**src/rtl/ram_xs3_reader_pkg.sv**
```systemverilog
// Shared constants, FSM encoding and excess-3 helper for ram_xs3_reader.
// Imported by the interface, the storage block and the top.
package ram_xs3_reader_pkg;

   localparam int ADDR_W = 4;
   localparam int DATA_W = 8;

   localparam logic [7:0] XS3_OFFSET = 8'h03;
   localparam logic [7:0] XS3_MIN    = 8'h03;
   localparam logic [7:0] XS3_MAX    = 8'h0C;

   typedef enum logic [1:0] {
      IDLE  = 2'd0,
      SCAN  = 2'd1,
      DRAIN = 2'd2,
      FIN   = 2'd3
   } state_t;

   function automatic logic xs3_legal(input logic [7:0] w);
      return (w >= XS3_MIN) && (w <= XS3_MAX);
   endfunction

endpackage

```
**src/rtl/ram_xs3_reader_if.sv**
```systemverilog
// Load port, scan request and decoded result bus of ram_xs3_reader.
// master: drives load/scan requests; slave: the reader itself.
interface ram_xs3_reader_if #(
   parameter int ADDR_W = ram_xs3_reader_pkg::ADDR_W,
   parameter int DATA_W = ram_xs3_reader_pkg::DATA_W
);
   logic              wr_en;
   logic [ADDR_W-1:0] wr_addr;
   logic [DATA_W-1:0] wr_data;
   logic              start;
   logic [ADDR_W-1:0] first_addr;
   logic [ADDR_W-1:0] last_addr;
   logic              busy;
   logic [3:0]        dout;
   logic              dout_valid;
   logic              code_err;
   logic [4:0]        err_count;
   logic              done;

   modport master (
      output wr_en, wr_addr, wr_data,
      output start, first_addr, last_addr,
      input  busy, dout, dout_valid,
      input  code_err, err_count, done
   );

   modport slave (
      input  wr_en, wr_addr, wr_data,
      input  start, first_addr, last_addr,
      output busy, dout, dout_valid,
      output code_err, err_count, done
   );
endinterface

```
**src/rtl/ram16x8_sync.sv**
```systemverilog
// 16x8 storage: one synchronous write port, one synchronous read port.
// Ports: clk, we/waddr/wdata (write), re/raddr/rdata (read, 1-cycle latency).
module ram16x8_sync #(
   parameter int ADDR_W = 4,
   parameter int DATA_W = 8
) (
   input  logic              clk,
   input  logic              we,
   input  logic [ADDR_W-1:0] waddr,
   input  logic [DATA_W-1:0] wdata,
   input  logic              re,
   input  logic [ADDR_W-1:0] raddr,
   output logic [DATA_W-1:0] rdata
);

   logic [DATA_W-1:0] mem [2**ADDR_W];

   // Contents are not reset; a same-address read returns the old word.
   always_ff @(posedge clk) begin
      if (we) mem[waddr] <= wdata;
      if (re) rdata <= mem[raddr];
   end

endmodule

```
**src/rtl/ram_xs3_reader.sv**
```systemverilog
// Scans an inclusive, wrapping address range of a 16x8 RAM and decodes
// excess-3 words. Ports: clk, rst_n (async, active-low), bus (slave).
module ram_xs3_reader #(
   parameter int ADDR_W = ram_xs3_reader_pkg::ADDR_W,
   parameter int DATA_W = ram_xs3_reader_pkg::DATA_W
) (
   input logic clk,
   input logic rst_n,
   ram_xs3_reader_if.slave bus
);
   import ram_xs3_reader_pkg::*;

   state_t            st;
   state_t            st_nx;
   logic [ADDR_W-1:0] rd_addr;
   logic [ADDR_W-1:0] last_q;
   logic              rvalid;
   logic [4:0]        err_q;
   logic [DATA_W-1:0] rdata;
   logic              legal;
   logic              bad;

   ram16x8_sync #(
      .ADDR_W (ADDR_W),
      .DATA_W (DATA_W)
   ) u_ram (
      .clk   (clk),
      .we    (bus.wr_en),
      .waddr (bus.wr_addr),
      .wdata (bus.wr_data),
      .re    (st == SCAN),
      .raddr (rd_addr),
      .rdata (rdata)
   );

   always_ff @(posedge clk or negedge rst_n) begin
      if (!rst_n) begin
         st      <= IDLE;
         rd_addr <= '0;
         last_q  <= '0;
         rvalid  <= 1'b0;
         err_q   <= '0;
      end else begin
         st     <= st_nx;
         // RAM data lands one cycle after each SCAN read
         rvalid <= (st == SCAN);
         if (st == IDLE && bus.start) begin
            rd_addr <= bus.first_addr;
            last_q  <= bus.last_addr;
            err_q   <= '0;
         end else if (st == SCAN) begin
            rd_addr <= rd_addr + 1'b1;
         end
         if (bad) err_q <= err_q + 5'd1;
      end
   end

   always_comb begin
      st_nx = st;
      unique case (st)
         IDLE:    if (bus.start) st_nx = SCAN;
         SCAN:    if (rd_addr == last_q) st_nx = DRAIN;
         DRAIN:   st_nx = FIN;
         FIN:     st_nx = IDLE;
         default: st_nx = IDLE;
      endcase
   end

   assign legal = xs3_legal(rdata);
   assign bad   = rvalid && !legal;

   assign bus.dout_valid = rvalid;
   assign bus.code_err   = bad;
   assign bus.dout       = (rvalid && legal) ? 4'(rdata - XS3_OFFSET) : 4'd0;
   // Include the word on the bus now so the count moves with dout_valid
   assign bus.err_count  = err_q + 5'(bad);
   assign bus.busy       = (st != IDLE);
   assign bus.done       = (st == FIN);

endmodule

```
**src/flat_wrapper.sv**
```systemverilog
// flat-port wrapper written by rule: the top's interface ports become plain ports
module ram_xs3_reader_flat import ram_xs3_reader_pkg::*;
#(
   parameter int ADDR_W = ram_xs3_reader_pkg::ADDR_W,
   parameter int DATA_W = ram_xs3_reader_pkg::DATA_W
)
  (clk, rst_n, bus_wr_en, bus_wr_addr, bus_wr_data, bus_start, bus_first_addr, bus_last_addr, bus_busy, bus_dout, bus_dout_valid, bus_code_err, bus_err_count, bus_done);
  ram_xs3_reader_if #(.ADDR_W(ADDR_W), .DATA_W(DATA_W)) bus_i ();
  input logic clk;
  input logic rst_n;
  input wire logic [$bits(bus_i.wr_en)-1:0] bus_wr_en;
  input wire logic [$bits(bus_i.wr_addr)-1:0] bus_wr_addr;
  input wire logic [$bits(bus_i.wr_data)-1:0] bus_wr_data;
  input wire logic [$bits(bus_i.start)-1:0] bus_start;
  input wire logic [$bits(bus_i.first_addr)-1:0] bus_first_addr;
  input wire logic [$bits(bus_i.last_addr)-1:0] bus_last_addr;
  output wire logic [$bits(bus_i.busy)-1:0] bus_busy;
  output wire logic [$bits(bus_i.dout)-1:0] bus_dout;
  output wire logic [$bits(bus_i.dout_valid)-1:0] bus_dout_valid;
  output wire logic [$bits(bus_i.code_err)-1:0] bus_code_err;
  output wire logic [$bits(bus_i.err_count)-1:0] bus_err_count;
  output wire logic [$bits(bus_i.done)-1:0] bus_done;
  assign bus_i.wr_en = bus_wr_en;
  assign bus_i.wr_addr = bus_wr_addr;
  assign bus_i.wr_data = bus_wr_data;
  assign bus_i.start = bus_start;
  assign bus_i.first_addr = bus_first_addr;
  assign bus_i.last_addr = bus_last_addr;
  assign bus_busy = bus_i.busy;
  assign bus_dout = bus_i.dout;
  assign bus_dout_valid = bus_i.dout_valid;
  assign bus_code_err = bus_i.code_err;
  assign bus_err_count = bus_i.err_count;
  assign bus_done = bus_i.done;
  ram_xs3_reader #(.ADDR_W(ADDR_W), .DATA_W(DATA_W)) u_core (.clk(clk), .rst_n(rst_n), .bus(bus_i));
endmodule
```
**config.mk**
```make
export PLATFORM = sky130hd
export DESIGN_NAME = ram_xs3_reader_flat
export DESIGN_NICKNAME = d
export VERILOG_FILES = /design/src/rtl/ram_xs3_reader_pkg.sv /design/src/rtl/ram_xs3_reader_if.sv /design/src/rtl/ram16x8_sync.sv /design/src/rtl/ram_xs3_reader.sv /design/src/flat_wrapper.sv
export SDC_FILE = /design/constraint.sdc
export NUM_CORES = 1
export LEC_CHECK = 0
export BUFFER_PORTS_ARGS = -buffer_cell sky130_fd_sc_hd__buf_4
export CORE_MARGIN = 1
export CORE_UTILIZATION = 60
export CTS_CLUSTER_DIAMETER = 150
export CTS_CLUSTER_SIZE = 12
export DETAILED_ROUTE_END_ITERATION = 12
export PLACE_DENSITY = 0.76
export SLEW_MARGIN = 20
export SYNTH_ARGS = -nofsm -noshare
export SYNTH_HDL_FRONTEND = slang
export SYNTH_SLANG_ARGS = --single-unit
```
**constraint.sdc**
```tcl
create_clock -name clk -period 2.3 [get_ports clk]
set_clock_uncertainty 0.1 [all_clocks]
set_input_delay 0.115 -clock clk [delete_from_list [all_inputs] [get_ports clk]]
set_output_delay 0.115 -clock clk [all_outputs]
set_load 0.05 [all_outputs]
```
==> out/summary.txt, run 1 <==
Minimum clock period = 2.79 ns
GRT Residual Overflow = 0
Initial core utilization = 0.615
CP Buf/Inv Count = 2
Initial antenna violation count = 0
Die Y = 104 um
CTS tree = yes
Rows = 37
Unique masters post-synth = 37
Crit path DAT = 2.57 ns
Fill cells = 548
WL per Instance = 21.5 um
Placed insts = 557
Vias in the first global route = 3715
Insertion delay to the later sink of the worst-skew pair = 0.54 ns
Tot Pwr = 9.69 mW
RePlAce Congestion = 0.774
Least-Margin Pin Slew = 0.773 ns
Area leader, netlist = edfxtp_1
Area of the multi-input gates = 1770 sq um
Clk sinks = 152
Sequential Area = 4490 sq um
First-pass GRT wire length = 20600 um
Crit Path Max Fanout = 2
Post-synth top flop = edfxtp_1
Crit Path Category = register to output pin
Area contributors post-synth = edfxtp_1 (65%), dfrtp_1 (6.4%), mux4_2 (5.7%), mux2i_1 (5.4%), ha_1 (2.4%)
Max stage delay on crit path = 0.41 ns
Post-synthesis mux area share = 0.123
Most frequent cell after synthesis = edfxtp_1
Lkg Pwr = 2.94 nW
Post-synthesis simple-gate area fraction = 0.0451
Area Growth Syn to Fin = 26.0%
Clock Tree Buf Depth = 2
CP delay by family, top = adder cells
Syn Std Cell Area = 6290 sq um
Hold_ws = 0.0375 ns
Post-Place Setup Slack = 0.0124 ns
Final hold vios = 0
Core area = 10200 sq um
Async set-reset flop share out of synthesis = 0.105
Post-detail-place hpwl = 8320 um
Total track usage = 0.265
Max_cap viols = 0
I/O Buffers = 36
Die area = 10900 sq um
Setup violators final = 6
Adder-Cell Fraction of Synth Area = 0.0239
Crit path launch = u_core.u_ram.rdata[0]
Via density = 5.89
Max_slew headroom = 0.483
Syn Nets = 402
Pwr dens = 1220 nW/um^2
Number of I/O pins = 37
Violated checks = negative setup slack
Pins over their slew limit = 0
Post-route ant nets = 0
DR vias = 3632
RSZ-0062 raised after global routing = true
Final wirelength = 13300 um
Clock slew seen by the registers of the worst setup and hold paths = 0.06 ns
Largest family of logic cells by synthesized area = multiplexers
Number of synthesized flops with an enable pin = 136
Startpoint Class = register
Final std cells w/o fill = 617
Drt pass-1 iters = 5
H-tree depth = 4
Hold crit path type = primary input to register
Mapped Cells = 366
Top cell by count, worst path = ha_4
Crit path required time = 2.09 ns
Share of post-route cells with drive strength above 1 = 0.299
N_diodes = 0
Outcome = finished, violations left
Post-synth top area share = 0.649
Chip width = 104 um
Hold Crit Start = bus_wr_en
Synth Area in Compound Gates = 0.0509
Register area share after synthesis = 0.712
Xor/xnor share of the synthesized area = 0.0195
Nets = 504
Clock buffer count from CTS = 17
Fmax = 359 MHz
DRT iter0 DRCs = 346
# DRC = 0
Synth Warn # = 0
Synth Area per Inst = 17.2 sq um
Period utilisation layout = 1.21
RR Startpoint = u_core.u_ram.rdata[0]
Worst path slowest cell = edfxtp_1
Setup WS post-layout = -0.487 ns
Worst Setup End Kind = output pin
Largest net degree at the start of global routing = 36
Synth cell count leaders = edfxtp_1 (136), mux2i_1 (34), nor2_1 (21)
CTS root buf = clkbuf_8
Max IR drop VDD = 0.876 mV
Synth Register Bits = 152
Worst-path cell chain = ha_2, or3_4, a31o_4, clkinvlp_4, ha_4, ha_4, nand3_4, xnor2_4, buf_6
final cells by class:
cell class	count	share of cell area
Sequential cell	152	0.566
Multi-Input combinational cell	185	0.223
Clock buffer	17	0.0522
Clock inverter	15	0.0222
Inverter	12	0.00615
Timing Repair Buffer	100	0.110
Tap cell	136	0.0215
cell families after synthesis:
kind of cell | Yosys count
muxes | 56
buffers and inverters | 29
xor gates and xnor gates | 14
adders and majority gates | 12
and+or+nand+nor | 59
DFF | 152
AOI/OAI and AO/OA | 44
repair_timing:
action	in CTS	in global routing
endpoints found under the setup margin	6	6
resized for setup	11	2
hold endpoints to repair	186	0
buffers inserted	3	2
hold buffers	24	0
pin swaps	3	0
cell usage in the layout (no fill, tap or decap), types with 6 or more instances in the layout:
cell type / synthesis / layout
ha_1: 12 / 9
dfrtp_1: 16 / 15
clkbuf_16: 0 / 16
a221oi_1: 16 / 16
mux4_2: 16 / 16
clkinvlp_4: 0 / 6
nand2_1: 12 / 12
mux2i_1: 34 / 34
buf_4: 2 / 67
nor2_1: 21 / 21
nand3_1: 9 / 8
a22oi_1: 8 / 8
edfxtp_1: 136 / 136
dlygate4sd3_1: 0 / 24
xor2_1: 9 / 8
o21ai_0: 9 / 9
inv_1: 11 / 10
state kept, by name, indices dropped and copies added (netlist names):
register               count
u_core.err_q               5
u_core.u_ram.rdata         8
u_core.u_ram.mem         128
u_core.rd_addr             4
u_core.st                  2
u_core.bus.dout_valid      1
u_core.last_q              4
path summary, 6_finish.rpt:
path,slack [ns],end,cells after the start
worst max-delay path,-0.49,bus_err_count[4],9
worst min-delay path,0.04,u_core.u_ram.mem[9][6],3
worst max register to register,0.21,u_core.err_q[0],10
worst min register to register,0.43,u_core.last_q[1],1
max in group asynchronous,0.92,u_core.rd_addr[0],3
min in group asynchronous,0.65,u_core.last_q[3],3
per-layer routing:
| metal | GRT usage | wire [um] | share of wire |
|---|---|---|---|
| met4 | 0.127 | 375 | 0.028 |
| met1 | 0.332 | 5360 | 0.40 |
| met5 | 0 | 0 | 0 |
| met2 | 0.436 | 6760 | 0.51 |
| met3 | 0.0670 | 757 | 0.057 |
where the power goes:
part / total (mW) / leakage, nW / switching [mW] / internal (mW)
logic: 3.36 / 1.24 / 1.85 / 1.51
clock network: 2.74 / 0.275 / 1.09 / 1.65
registers: 3.58 / 1.43 / 0.242 / 3.34
through the flow:
stage	setup TNS (ns)	area [sq um]	util
after floorplan	-0.435	6390	-
after global placement	0	7000	0.684
after detailed placement	0	7000	0.684
after CTS	-2.17	7920	0.774
after global routing	-2.58	7930	0.775
final	-2.15	7930	0.775
worst register-to-register path: stages (launching register included):
cell and delay (ns):
edfxtp_1 0.41, buf_4 0.16, inv_1 0.05, ha_1 0.14
nand3b_1 0.14, a31o_4 0.19, clkinvlp_4 0.11, buf_4 0.14
buf_6 0.11, ha_1 0.18, mux2_2 0.26
(Power assumes the default switching activity.)
==> run 2: changes to the inputs <==
ABC_AREA = 1   (was default)
CORE_UTILIZATION = 33   (was 60)
PLACE_DENSITY = 0.45   (was 0.76)
==> out/summary.txt, run 2 <==
Max stage delay on crit path = 0.42 ns (was 0.41 ns)
Startpoint Class = register (unchanged)
Crit path launch = u_core.u_ram.rdata[1] (was u_core.u_ram.rdata[0])
Violated checks = negative setup slack (unchanged)
Outcome = finished, violations left (unchanged)
Async set-reset flop share out of synthesis = 0.105 (unchanged)
DRT iter0 DRCs = 289 (was 346)
Final wirelength = 15300 um (was 13300 um)
Clk sinks = 152 (unchanged)
Crit path DAT = 2.32 ns (was 2.57 ns)
Hold Crit Start = bus_wr_en (unchanged)
Vias in the first global route = 4243 (was 3715)
DR vias = 4247 (was 3632)
Number of I/O pins = 37 (unchanged)
Die area = 20400 sq um (was 10900 sq um)
Drt pass-1 iters = 4 (was 5)
# DRC = 0 (unchanged)
Fmax = 395 MHz (was 359 MHz)
Post-route ant nets = 0 (unchanged)
CP delay by family, top = adder cells (unchanged)
RePlAce Congestion = 0.803 (was 0.774)
Rows = 51 (was 37)
Insertion delay to the later sink of the worst-skew pair = 0.42 ns (was 0.54 ns)
RR Startpoint = u_core.rd_addr[0] (was u_core.u_ram.rdata[0])
Register area share after synthesis = 0.687 (was 0.712)
Mapped Cells = 563 (was 366)
I/O Buffers = 36 (unchanged)
N_diodes = 0 (unchanged)
Fill cells = 1841 (was 548)
CTS tree = yes (unchanged)
Largest net degree at the start of global routing = 50 (was 36)
Max_cap viols = 0 (unchanged)
Total track usage = 0.162 (was 0.265)
Period utilisation layout = 1.10 (was 1.21)
Core area = 19400 sq um (was 10200 sq um)
Max IR drop VDD = 0.531 mV (was 0.876 mV)
Post-synth top flop = edfxtp_1 (unchanged)
Largest register FFs = 128 (unchanged)
Clock slew seen by the registers of the worst setup and hold paths = 0.06 ns (about the same)
WL per Instance = 16.7 um (was 21.5 um)
First-pass GRT wire length = 23600 um (was 20600 um)
Flop2flop setup slack = 0.42 ns (was 0.21 ns)
Commonest cells after routing, fill and taps aside = edfxtp_1 (136), nand2_1 (128), nor2_1 (68) (was edfxtp_1 (136), buf_4 (67), mux2i_1 (34))
Area leader, netlist = edfxtp_1 (unchanged)
Setup violators final = 5 (was 6)
Worst-path cell chain = inv_1, ha_1, nor2_1, nor2_1, nand2_1, nand2_2, clkinvlp_4, ha_4, ha_4, nand3_4, xor2_4, buf_6 (was ha_2, or3_4, a31o_4, clkinvlp_4, ha_4, ha_4, nand3_4, xnor2_4, buf_6)
Synth Register Bits = 152 (unchanged)
CP Buf/Inv Count = 3 (was 2)
Pins over their slew limit = 0 (unchanged)
Max_slew headroom = 0.462 (was 0.483)
Crit Path Category = register to output pin (unchanged)
Worst Setup End Kind = output pin (unchanged)
Hold path cells = 4 (was 3)
Syn Std Cell Area = 6530 sq um (was 6290 sq um)
Unique masters post-synth = 30 (was 37)
Clock Tree Buf Depth = 2 (unchanged)
Syn Nets = 599 (was 402)
Final hold vios = 0 (unchanged)
Synth Warn # = 0 (unchanged)
CTS root buf = clkbuf_16 (was clkbuf_8)
Share of post-route cells with drive strength above 1 = 0.185 (was 0.299)
Synth cell count leaders = edfxtp_1 (136), nand2_1 (129), nor2_1 (68), o21ai_0 (42), a21oi_1 (38) (was edfxtp_1 (136), mux2i_1 (34), nor2_1 (21))
Clock buffer count from CTS = 17 (unchanged)
Nets = 673 (was 504)
H-tree depth = 4 (unchanged)
Hold crit path type = primary input to register (unchanged)
Number of synthesized flops with an enable pin = 136 (unchanged)
Pwr dens = 1240 nW/um^2 (was 1220 nW/um^2)
Crit Path Max Fanout = 3 (was 2)
Minimum clock period = 2.53 ns (was 2.79 ns)
Setup WS post-layout = -0.234 ns (was -0.487 ns)
Area contributors post-synth = edfxtp_1 (63%), nand2_1 (7.4%), dfrtp_1 (6.1%), nor2_1 (3.9%), o21ai_0 (3.2%) (was edfxtp_1 (65%), dfrtp_1 (6.4%), mux4_2 (5.7%), mux2i_1 (5.4%), ha_1 (2.4%))
Fin util = 0.421 (was 0.775)
Chip width = 143 um (was 104 um)
Register-to-Register Path Depth = 6 (was 10)
Worst path slowest cell = edfxtp_1 (unchanged)
Hold_ws = 0.221 ns (was 0.0375 ns)
Area Growth Syn to Fin = 24.9% (was 26.0%)
Synth Area per Inst = 11.6 sq um (was 17.2 sq um)
Initial core utilization = 0.337 (was 0.615)
GRT Residual Overflow = 0 (unchanged)
Setup tns final = -0.626 ns (was -2.15 ns)
Least-Margin Pin Slew = 0.805 ns (was 0.773 ns)
Tot Pwr = 10.1 mW (was 9.69 mW)
Crit path required time = 2.09 ns (about the same)
Regs by FF count = u_core.u_ram.mem (128), u_core.u_ram.rdata (8), u_core.err_q (5) (unchanged)
Via density = 4.65 (was 5.89)
RSZ-0062 raised after global routing = true (unchanged)
Most frequent cell after synthesis = edfxtp_1 (unchanged)
Post-detail-place hpwl = 9580 um (was 8320 um)
Die Y = 143 um (was 104 um)
Critical Path Stages = 12 (was 9)
Register with the most flip-flops = u_core.u_ram.mem (unchanged)
Commonest non-fill, non-tap cell in the layout = edfxtp_1 (unchanged)
Post-synth top area share = 0.625 (was 0.649)
Lkg Pwr = 3.09 nW (was 2.94 nW)
Initial antenna violation count = 0 (unchanged)
-- run 2: changes by cell type in the layout (fill, tap and decap cells not counted), sizes merged, moves of 16 or more --
cell	delta
a21oi	+33
o21ai	+33
nor2	+48
nand3	+21
inv	+19
mux2i	-34
a221oi	-16
mux4	-16
nand2	+119
o211ai	+16
-- run 2: logic make-up after synthesis --
family,synth area share
simple gates,0.154
flops,0.687
compound gates,0.0851
buf+inv,0.0402
fa+ha+maj,0.0230
xor+xnor,0.0107
-- run 2: path summary, 6_finish.rpt --
path	to
min in group asynchronous	u_core.last_q[3]
max in group asynchronous	u_core.rd_addr[0]
worst max register to register	u_core.u_ram.rdata[7]
worst max-delay path	bus_err_count[4]
worst min-delay path	u_core.u_ram.mem[1][3]
worst min register to register	u_core.st[0]
-- run 2: metrics by stage --
stage / area [sq um] / setup slack (ns) / instances
floorplan: 6620 / -0.0859 / 563
global placement: 7230 / 0.191 / 858
detailed placement: 7230 / 0.130 / 858
CTS: 8110 / -0.226 / 910
global route: 8160 / -0.362 / 913
finish: 8160 / -0.234 / 913
-- run 2: report_power, final --
group | internal (mW) | switching, mW
sequential | 3.33 | 0.262
combinational | 1.21 | 2.28
clock | 1.93 | 1.13
total | 6.47 | 3.67
-- run 2: what timing repair did --
action,4_1_cts,5_1_grt
hold buffers,19,0
buffers inserted,3,3
hold endpoints to repair,154,0
setup endpoints to repair,5,5
resized for setup,6,5
pin swaps,0,2
-- run 2: layout make-up --
| class | count | area, sq um | share of cell area |
|---|---|---|---|
| Clock buffer | 17 | 425 | 0.0521 |
| Timing Repair Buffer | 80 | 707 | 0.0867 |
| Sequential cell | 152 | 4490 | 0.550 |
| Clock inverter | 13 | 216 | 0.0265 |
| Inverter | 28 | 111 | 0.0137 |
| Multi-Input combinational cell | 358 | 1880 | 0.231 |
| Tap cell | 265 | 332 | 0.0406 |
-- run 2: metal layers --
layer,GRT usage,share of wire
met1,0.202,0.46
met2,0.274,0.49
met3,0.0402,0.037
met4,0.0566,0.017
met5,0,0
-- run 2: worst min-delay path: stages --
cell     delay [ns]
buf_4          0.10
nand2_1        0.10
nor2_1         0.10
buf_4          0.19
